$ cat config.mk
export PLATFORM = sky130hd
export DESIGN_NAME = ref_bank_loader
export DESIGN_NICKNAME = d
export VERILOG_FILES = /design/src/rtl/me_pkg.sv /design/src/rtl/ref_wr_cnt.sv /design/src/rtl/ref_bank_loader.sv
export SDC_FILE = /design/constraint.sdc
export NUM_CORES = 1
export LEC_CHECK = 0
export BUFFER_PORTS_ARGS = -buffer_cell sky130_fd_sc_hd__buf_4
export CORE_UTILIZATION = 43
export DETAILED_ROUTE_END_ITERATION = 8
export PLACE_DENSITY = 0.79
export SETUP_SLACK_MARGIN = 0.1
export SLEW_MARGIN = 20
export SYNTH_ARGS = -nofsm -noshare
export SYNTH_HDL_FRONTEND = slang
export SYNTH_SLANG_ARGS = --single-unit
$ cat constraint.sdc
create_clock -name clk -period 2.65 [get_ports clk]
set_input_delay 0.3975 -clock clk [delete_from_list [all_inputs] [get_ports clk]]
set_output_delay 0.3975 -clock clk [all_outputs]
set_load 0.05 [all_outputs]
$ cat src/rtl/me_pkg.sv
// Shared types and constants for the motion-estimation reference datapath.
package me_pkg;

   localparam int unsigned PIXEL          = 8;
   localparam int unsigned WORD_W         = 8 * PIXEL;
   localparam int unsigned BANK_DEPTH_DEF = 96;
   localparam int unsigned BURST_LEN_DEF  = 24;

   typedef enum logic [1:0] {
      IDLE,
      FILL,
      FULL
   } ld_state_e;

   // Counter width for values 0..v-1, never narrower than one bit.
   function automatic int unsigned clog2_min1(input int unsigned v);
      return (v > 1) ? $clog2(v) : 1;
   endfunction

endpackage

$ cat src/rtl/ref_wr_cnt.sv
// Cascaded word/bank/pass write counter for the reference bank loader.
// Advances once per written word; all three levels wrap together after the
// last word of a window, so the next window starts at bank 0 without a clear.
module ref_wr_cnt
   import me_pkg::*;
#(
   parameter int unsigned NUM_BANKS = 4,
   parameter int unsigned BURST_LEN = BURST_LEN_DEF,
   parameter int unsigned PASSES    = BANK_DEPTH_DEF / BURST_LEN_DEF,
   localparam int unsigned BankW    = clog2_min1(NUM_BANKS)
) (
   input  logic             clk,
   input  logic             rst,
   input  logic             en,
   output logic [BankW-1:0] bank_idx,
   output logic             last
);

   localparam int unsigned WordW = clog2_min1(BURST_LEN);
   localparam int unsigned PassW = clog2_min1(PASSES);

   logic [WordW-1:0] word_q, word_d;
   logic [BankW-1:0] bank_q, bank_d;
   logic [PassW-1:0] pass_q, pass_d;

   logic word_wrap, bank_wrap, pass_wrap;

   // Wrap detection and cascaded next-count.
   always_comb begin
      word_wrap = (word_q == WordW'(BURST_LEN - 1));
      bank_wrap = (bank_q == BankW'(NUM_BANKS - 1));
      pass_wrap = (pass_q == PassW'(PASSES - 1));
      word_d    = word_q;
      bank_d    = bank_q;
      pass_d    = pass_q;
      if (en) begin
         if (word_wrap) begin
            word_d = '0;
            if (bank_wrap) begin
               bank_d = '0;
               pass_d = pass_wrap ? '0 : pass_q + 1'b1;
            end else begin
               bank_d = bank_q + 1'b1;
            end
         end else begin
            word_d = word_q + 1'b1;
         end
      end
   end

   // Counter registers.
   always_ff @(posedge clk or posedge rst) begin
      if (rst) begin
         word_q <= '0;
         bank_q <= '0;
         pass_q <= '0;
      end else begin
         word_q <= word_d;
         bank_q <= bank_d;
         pass_q <= pass_d;
      end
   end

   assign bank_idx = bank_q;
   assign last     = word_wrap && bank_wrap && pass_wrap;

endmodule

$ cat src/rtl/ref_bank_loader.sv
// Reference bank loader: steers a 64-bit word stream round-robin, in bursts,
// into NUM_BANKS reference banks until a full search window is written.
// The window-consumed pulse is named win_release since "release" is reserved.
module ref_bank_loader
   import me_pkg::*;
#(
   parameter int unsigned NUM_BANKS  = 4,
   parameter int unsigned BURST_LEN  = BURST_LEN_DEF,
   parameter int unsigned BANK_DEPTH = BANK_DEPTH_DEF
) (
   input  logic                 clk,
   input  logic                 rst,
   input  logic                 in_valid,
   output logic                 in_ready,
   input  logic [WORD_W-1:0]    in_data,
   input  logic                 in_sof,
   input  logic                 win_release,
   output logic                 beg_en,
   output logic [WORD_W-1:0]    ref_in,
   output logic [NUM_BANKS-1:0] bank_sel,
   output logic                 fill_done,
   output logic                 err
);

   localparam int unsigned PASSES = BANK_DEPTH / BURST_LEN;
   localparam int unsigned BankW  = clog2_min1(NUM_BANKS);

   ld_state_e state_q, state_d;

   logic                 beg_en_q, beg_en_d;
   logic [WORD_W-1:0]    ref_in_q, ref_in_d;
   logic [NUM_BANKS-1:0] bank_sel_q, bank_sel_d;
   logic                 fill_done_q, fill_done_d;
   logic                 err_q, err_d;

   logic             accept;
   logic             wr_en;
   logic [BankW-1:0] cnt_bank_idx;
   logic             cnt_last;

   ref_wr_cnt #(
      .NUM_BANKS (NUM_BANKS),
      .BURST_LEN (BURST_LEN),
      .PASSES    (PASSES)
   ) u_wr_cnt (
      .clk      (clk),
      .rst      (rst),
      .en       (wr_en),
      .bank_idx (cnt_bank_idx),
      .last     (cnt_last)
   );

   // Ready depends on state only so upstream never sees a valid->ready path.
   assign in_ready = (state_q != FULL);
   assign accept   = in_valid && in_ready;
   // Words before the first sof are dropped; mid-fill sof words still write.
   assign wr_en    = accept && ((state_q == FILL) || ((state_q == IDLE) && in_sof));

   // Next state and next values of the registered bank-side outputs.
   always_comb begin
      state_d     = state_q;
      beg_en_d    = wr_en;
      ref_in_d    = ref_in_q;
      fill_done_d = wr_en && cnt_last;
      err_d       = err_q || (accept && (state_q == FILL) && in_sof);
      for (int unsigned i = 0; i < NUM_BANKS; i++) begin
         bank_sel_d[i] = !(wr_en && (cnt_bank_idx == BankW'(i)));
      end
      if (wr_en) begin
         ref_in_d = in_data;
      end
      unique case (state_q)
         IDLE: if (wr_en) state_d = cnt_last ? FULL : FILL;
         FILL: if (wr_en && cnt_last) state_d = FULL;
         FULL: if (win_release) state_d = IDLE;
         default: state_d = IDLE;
      endcase
   end

   // State register.
   always_ff @(posedge clk or posedge rst) begin
      if (rst) begin
         state_q <= IDLE;
      end else begin
         state_q <= state_d;
      end
   end

   // Output registers.
   always_ff @(posedge clk or posedge rst) begin
      if (rst) begin
         beg_en_q    <= 1'b0;
         ref_in_q    <= '0;
         bank_sel_q  <= '1;
         fill_done_q <= 1'b0;
         err_q       <= 1'b0;
      end else begin
         beg_en_q    <= beg_en_d;
         ref_in_q    <= ref_in_d;
         bank_sel_q  <= bank_sel_d;
         fill_done_q <= fill_done_d;
         err_q       <= err_d;
      end
   end

   assign beg_en    = beg_en_q;
   assign ref_in    = ref_in_q;
   assign bank_sel  = bank_sel_q;
   assign fill_done = fill_done_q;
   assign err       = err_q;

endmodule
---- After elaboration in Yosys (flattened, before gate mapping) ----
Cells that the tools add are included.
Widths: inputs -> output; s select.
storage, ports and cells
  register bits ........................... 82
  bits of input ports ..................... 69
  logic and storage cells ................. 54
operators by class
  add/sub/neg operators ................... 3
  equality and inequality tests ........... 11
  muxes and demuxes ....................... 8
  reduce and logical (&&, ||, !) cells .... 23
operator list
  cell                 number
  $logic_and 1x1->1    12
  $mux 2               6
  $eq 2x2->1 const B   4
  $ne 2x2->1 const B   4
  $pmux 2 s3           1
  $reduce_and 3->1     2
  $add 5x1->5 const B  1
  $eq 5x5->1 const B   1
  $mux 5               1
  $add 2x1->2 const B  2
  $eq 2x1->1 const B   2
  $logic_not 1->1      4
  $logic_not 2->1      2
  $logic_or 1x1->1     2
  $reduce_and 2->1     1

---- Logic depth before layout (Yosys ltp) ----
  depth in word-level cells ............... 7
  depth in mapped cells ................... 5
  mapped depth without buffers ............ 4

---- Cells and area by module ----
A second synthesis with hierarchy kept.
unflattened totals
  cells, all modules ...................... 200
  area total of the unflattened synthesis .. 3507.1 µm²
modules (own cells, without submodules)
  module           instances  cells each  area each (µm²)
  ref_bank_loader  1          158         3049.2
  ref_wr_cnt       1          42          457.9

---- Worst setup path before layout ----
OpenSTA, ideal clock, no wires.
  path type ............................... reg2reg
  from .................................... register u_wr_cnt.word_q[0]
  to ...................................... register u_wr_cnt.bank_q[0] (netlist: u_wr_cnt.bank_idx[0])
  arrival time ............................ 1317 ps
  required time ........................... 2523 ps
  slack ................................... 1206 ps
  cell stages (with the launch flop) ...... 5
  clock period less this slack ............ 1444 ps
  cell sequence ........................... dfrtp_1 -> ha_1 -> and4b_1 -> and3_1 -> mux2_1
on the way
  longest elaborated chain between the ends .. 2
RTL lines
  what                               line              RTL
  from (decl)                        ref_wr_cnt.sv:22  logic [WordW-1:0] word_q, word_d;
  from (signal assigned)             ref_wr_cnt.sv:58  word_q <= word_d;
  $eq 5x5->1                         ref_wr_cnt.sv:30  word_wrap = (word_q == WordW'(BURST_LEN - 1));
  $reduce_and 2->1 (no source line)  n/a
  to (signal assigned)               ref_wr_cnt.sv:59  bank_q <= bank_d;
  to (decl)                          ref_wr_cnt.sv:23  logic [BankW-1:0] bank_q, bank_d;
Every way passes these cells.
A chain may end at the register's enable or synchronous reset.

---- Worst setup path in the final report ----
  from .................................... register state_q[1]
  to ...................................... register ref_in_q[48] (netlist: ref_in[48])
on the way
  longest elaborated chain between the ends .. 4
RTL lines
  what                    line                   RTL
  from (decl)             ref_bank_loader.sv:28  ld_state_e state_q, state_d;
  from (signal assigned)  ref_bank_loader.sv:85  state_q <= state_d;
  $logic_not 2->1         ref_bank_loader.sv:57  assign wr_en = accept && ((state_q == FILL) || ((state_q == IDLE) && in_sof));
  $logic_and 1x1->1       ref_bank_loader.sv:57
  $logic_or 1x1->1        ref_bank_loader.sv:57
  $logic_and 1x1->1 (*)   ref_bank_loader.sv:57
  to (signal assigned)    ref_bank_loader.sv:99  ref_in_q <= ref_in_d;
  to (decl)               ref_bank_loader.sv:31  logic [WORD_W-1:0] ref_in_q, ref_in_d;
Every way passes the cells marked *; elsewhere a longest branch is shown, timed or not.

==> metrics.log <==
[metrics] status: finished, final reports clean
[metrics] Clk pin slew, worst setup/hold paths: 0.09 ns
[metrics] area of the die: between 8000 and 9000 sq um
[metrics] cell count after synthesis: slightly above 200
[metrics] final routed wirelength across all metal layers: 7.02 mm
[metrics] power per standard cell area: between 700 and 800 nW/um^2
[metrics] most frequent cells in the layout: sky130_fd_sc_hd__buf_4, sky130_fd_sc_hd__dfrtp_1, sky130_fd_sc_hd__mux2_4
[metrics] count of flip-flops with a built-in enable after synthesis: 0
[metrics] leading cell type in the layout, fill and taps excluded: sky130_fd_sc_hd__buf_4
[metrics] synthesized flop and latch total: 82
[metrics] Area growth, synth to finish: 38.7%
[metrics] number of antenna diodes: 0
[metrics] DRC Markers: 0
[metrics] crit path capture: ref_in[48]
[metrics] share of total power in the clock network: approximately a quarter
[metrics] part of the cycle the worst path needs: a little over two thirds
[metrics] RSZ-0062 raised after global routing: no
[metrics] antenna violations before repair: 0
[metrics] final max-slew violation count: 0
[metrics] cts bufs inserted: 9
[metrics] reg-to-reg slack, setup: just under 0.8 ns
[metrics] Fin. Hold Viols: 0
[metrics] net count of the finished layout: ~430
[metrics] drt via density: 4.69
[metrics] max frequency: between 500 and 600 MHz
[metrics] number of optimization iterations in the first detailed-route pass: 4
[metrics] number of nets still failing antenna checks after routing: 0
[metrics] post-synth design cell area: approximately 3500 sq um
[metrics] Startpoint Class: flip-flop
[metrics] count of unique library cells instantiated by Yosys: 28
[metrics] sequential group share of total power: 44.5%
[metrics] core box area: roughly 7800 sq um
[metrics] Max Cap Viol: 0
[metrics] initial cell density of the core: between 40 and 50%
[metrics] synthesized area per cell: between 15 and 20 sq um
[metrics] CTS resizes: 0
[metrics] CTS tree: yes
[metrics] DPL Wire Length: roughly 5.1 mm
[metrics] synthesis warning total: 0
[metrics] Worst setup EP type: flip-flop
[metrics] Async SR Flop Fraction: between 90% and 100%
[metrics] sequential share of the synthesized area: slightly below 60%
[metrics] worst flop-to-flop path startpoint: state_q[1]
[metrics] worst-path cell with the longest stage delay: sky130_fd_sc_hd__dfrtp_1
[metrics] data required time of the critical path: about 2.9 ns
[metrics] initial detailed-routing violation count: 56
[metrics] width of the chip: 91.8 um
[metrics] endpoint arrival time on the critical path: around 2.1 ns
[metrics] total vias in the final route: 2155
[metrics] Clock Sink Count: about 80
[metrics] total overflow reported by the global router: 0
[metrics] largest net degree at the start of global routing: 41
[metrics] buffers inserted by post-CTS timing repair: 0
[metrics] minimum clock period after layout: 1.86 ns
[metrics] Skew-Pair Late Insertion Delay: about 0.34 ns
[metrics] critical path class: reg2reg
[metrics] area of placed instances: 4620 sq um
[metrics] final setup slack of the worst path: 0.789 ns
[metrics] worst rel slew slack: a little under three fifths
[metrics] leakage power: roughly 2.4 nW
[metrics] share of final-layout standard cells stronger than drive strength 1: around two thirds
[metrics] CP Launch Point: state_q[1]
[metrics] Longest Clk Path Bufs: 2
[metrics] r2r endpoint: ref_in[48]
[metrics] HP Class: in2async
[metrics] fraction of power spent switching nets: between 30% and 40%
[metrics] placer's final routability congestion estimate: about 0.75
[metrics] number of endpoints failing setup at the final stage: 0
[metrics] number of placed I/O pins: about 140
[metrics] Wirelength per Cell: approximately 15 um
[metrics] global-route wire length before repair: 11.1 mm
[metrics] net switching power: roughly 0.0012 W
[metrics] cells along the critical path: and2b_4 -> nand2_4 -> inv_4 -> buf_4 -> mux2_4
[metrics] Post-Route Setup TNS: 0 ns
[metrics] post-synthesis net count: 278
[metrics] pre-CTS setup slack: 0.805 ns
[metrics] Internal Dissipation: roughly 0.0023 W
[metrics] fillers: roughly 600
[metrics] aggregate global-route resource usage: 17.3%
[metrics] CTS H-Tree Depth: 3
[metrics] vias in the first global route: ~2200
[metrics] top fanout value on the critical path: 17
[metrics] PortBufs: 140
[metrics] std cell rows: 32
[metrics] total of hold buffers inserted after clock tree synthesis: 0
[metrics] path depth of the worst reg2reg path: 5
[metrics] final worst clock skew: 0.0113 ns
[metrics] Worst-Margin Slew: 0.666 ns
[metrics] proportion of power drawn by combinational gates: roughly 31%
[metrics] stage delay of the slowest cell on the critical path: roughly 0.42 ns
[metrics] Post-Layout Inst Area: between 4000 and 5000 sq um
[metrics] height of the die: about 92 um
[metrics] worst voltage drop across the vdd grid: about 0.31 mV
[metrics] CTS root buf: sky130_fd_sc_hd__clkbuf_8
[metrics] Primary FF master, synth: sky130_fd_sc_hd__dfrtp_1
cell usage after synthesis (2+ instances only):
cell | instances | share of area, %
sky130_fd_sc_hd__nand2b_1 | 3 | 0.54
sky130_fd_sc_hd__mux2_1 | 4 | 1.3
sky130_fd_sc_hd__dfrtp_1 | 78 | 56
sky130_fd_sc_hd__nor2_1 | 5 | 0.54
sky130_fd_sc_hd__nand3_1 | 3 | 0.43
sky130_fd_sc_hd__o31ai_1 | 2 | 0.43
sky130_fd_sc_hd__nor3_1 | 2 | 0.29
sky130_fd_sc_hd__ha_1 | 6 | 2.2
sky130_fd_sc_hd__inv_1 | 4 | 0.43
sky130_fd_sc_hd__buf_6 | 7 | 2.3
sky130_fd_sc_hd__nand2_1 | 5 | 0.54
sky130_fd_sc_hd__mux2_4 | 65 | 28
sky130_fd_sc_hd__dfstp_2 | 4 | 3.0
cell families (layout without fill, tap and decap cells):
| logic type | Yosys count | after routing | share of synthesized area [%] |
|---|---|---|---|
| mux | 70 | 70 | 29.8 |
| simple gates | 26 | 26 | 4.30 |
| flops | 82 | 82 | 59.4 |
| compound gates | 6 | 6 | 1.26 |
| xor+xnor | 1 | 1 | 0.253 |
| fa+ha+maj | 6 | 6 | 2.17 |
| buf+inv | 12 | 166 | 2.89 |
registers in the layout (all words and copies together), names as in the netlist:
register and cells:
bank_sel 4, beg_en 1, err 1, fill_done 1
ref_in 64, state_q 2, u_wr_cnt.bank_idx 2, u_wr_cnt.pass_q 2
u_wr_cnt.word_q 5
through the flow:
stage               power, W  hold WS (ns)  instances  util, %
global placement     0.00260         0.465        443     59.4
floorplan            0.00228         0.459        203        -
detailed placement   0.00262         0.473        443     59.4
finish               0.00343         0.127        459     61.9
global route         0.00358         0.156        459     61.9
CTS                  0.00346         0.139        459     61.9
routing by layer:
metal	wire length, um	track usage, %	vias up
met5	0	0	-
met2	3520	27.7	78
li1	-	-	1009
met3	364	4.31	11
met4	123	8.72	0
met1	3020	21.8	1057
power by group through the flow:
stage          Combinational, W  Sequential, W  Clock, W
2_1_floorplan          0.000330        0.00195         0
3_3_place_gp            0.00105        0.00155         0
3_5_place_dp            0.00107        0.00155         0
4_1_cts                 0.00107        0.00153  0.000860
5_1_grt                 0.00112        0.00155  0.000914
6_report                0.00106        0.00153  0.000838
layout make-up:
cell class,instances,area (sq um),area share [%]
sequential,82,2060,42.8
clock buffer,11,151,3.15
multi-input combinational,109,1310,27.2
inverter,5,22.5,0.469
clock inverter,5,38.8,0.807
timing repair buffer,145,1100,22.9
tap,102,128,2.65
worst min path at each step:
stage	end	slack (ns)
5_1_grt	ref_in[52]	0.16
2_1_floorplan	state_q[0]	0.46
3_5_place_dp	err	0.47
3_3_place_gp	err	0.46
4_1_cts	ref_in[52]	0.14
6_report	ref_in[52]	0.13
worst max-delay path: cells and delay by family, from the launching register on:
kind	cells	cell delay, ns
buffers and inverters	2	0.60
flip-flops	1	0.42
multiplexers	1	0.34
AND/OR/NAND/NOR	2	0.36
No activity file was read; power rests on OpenSTA's default activity.
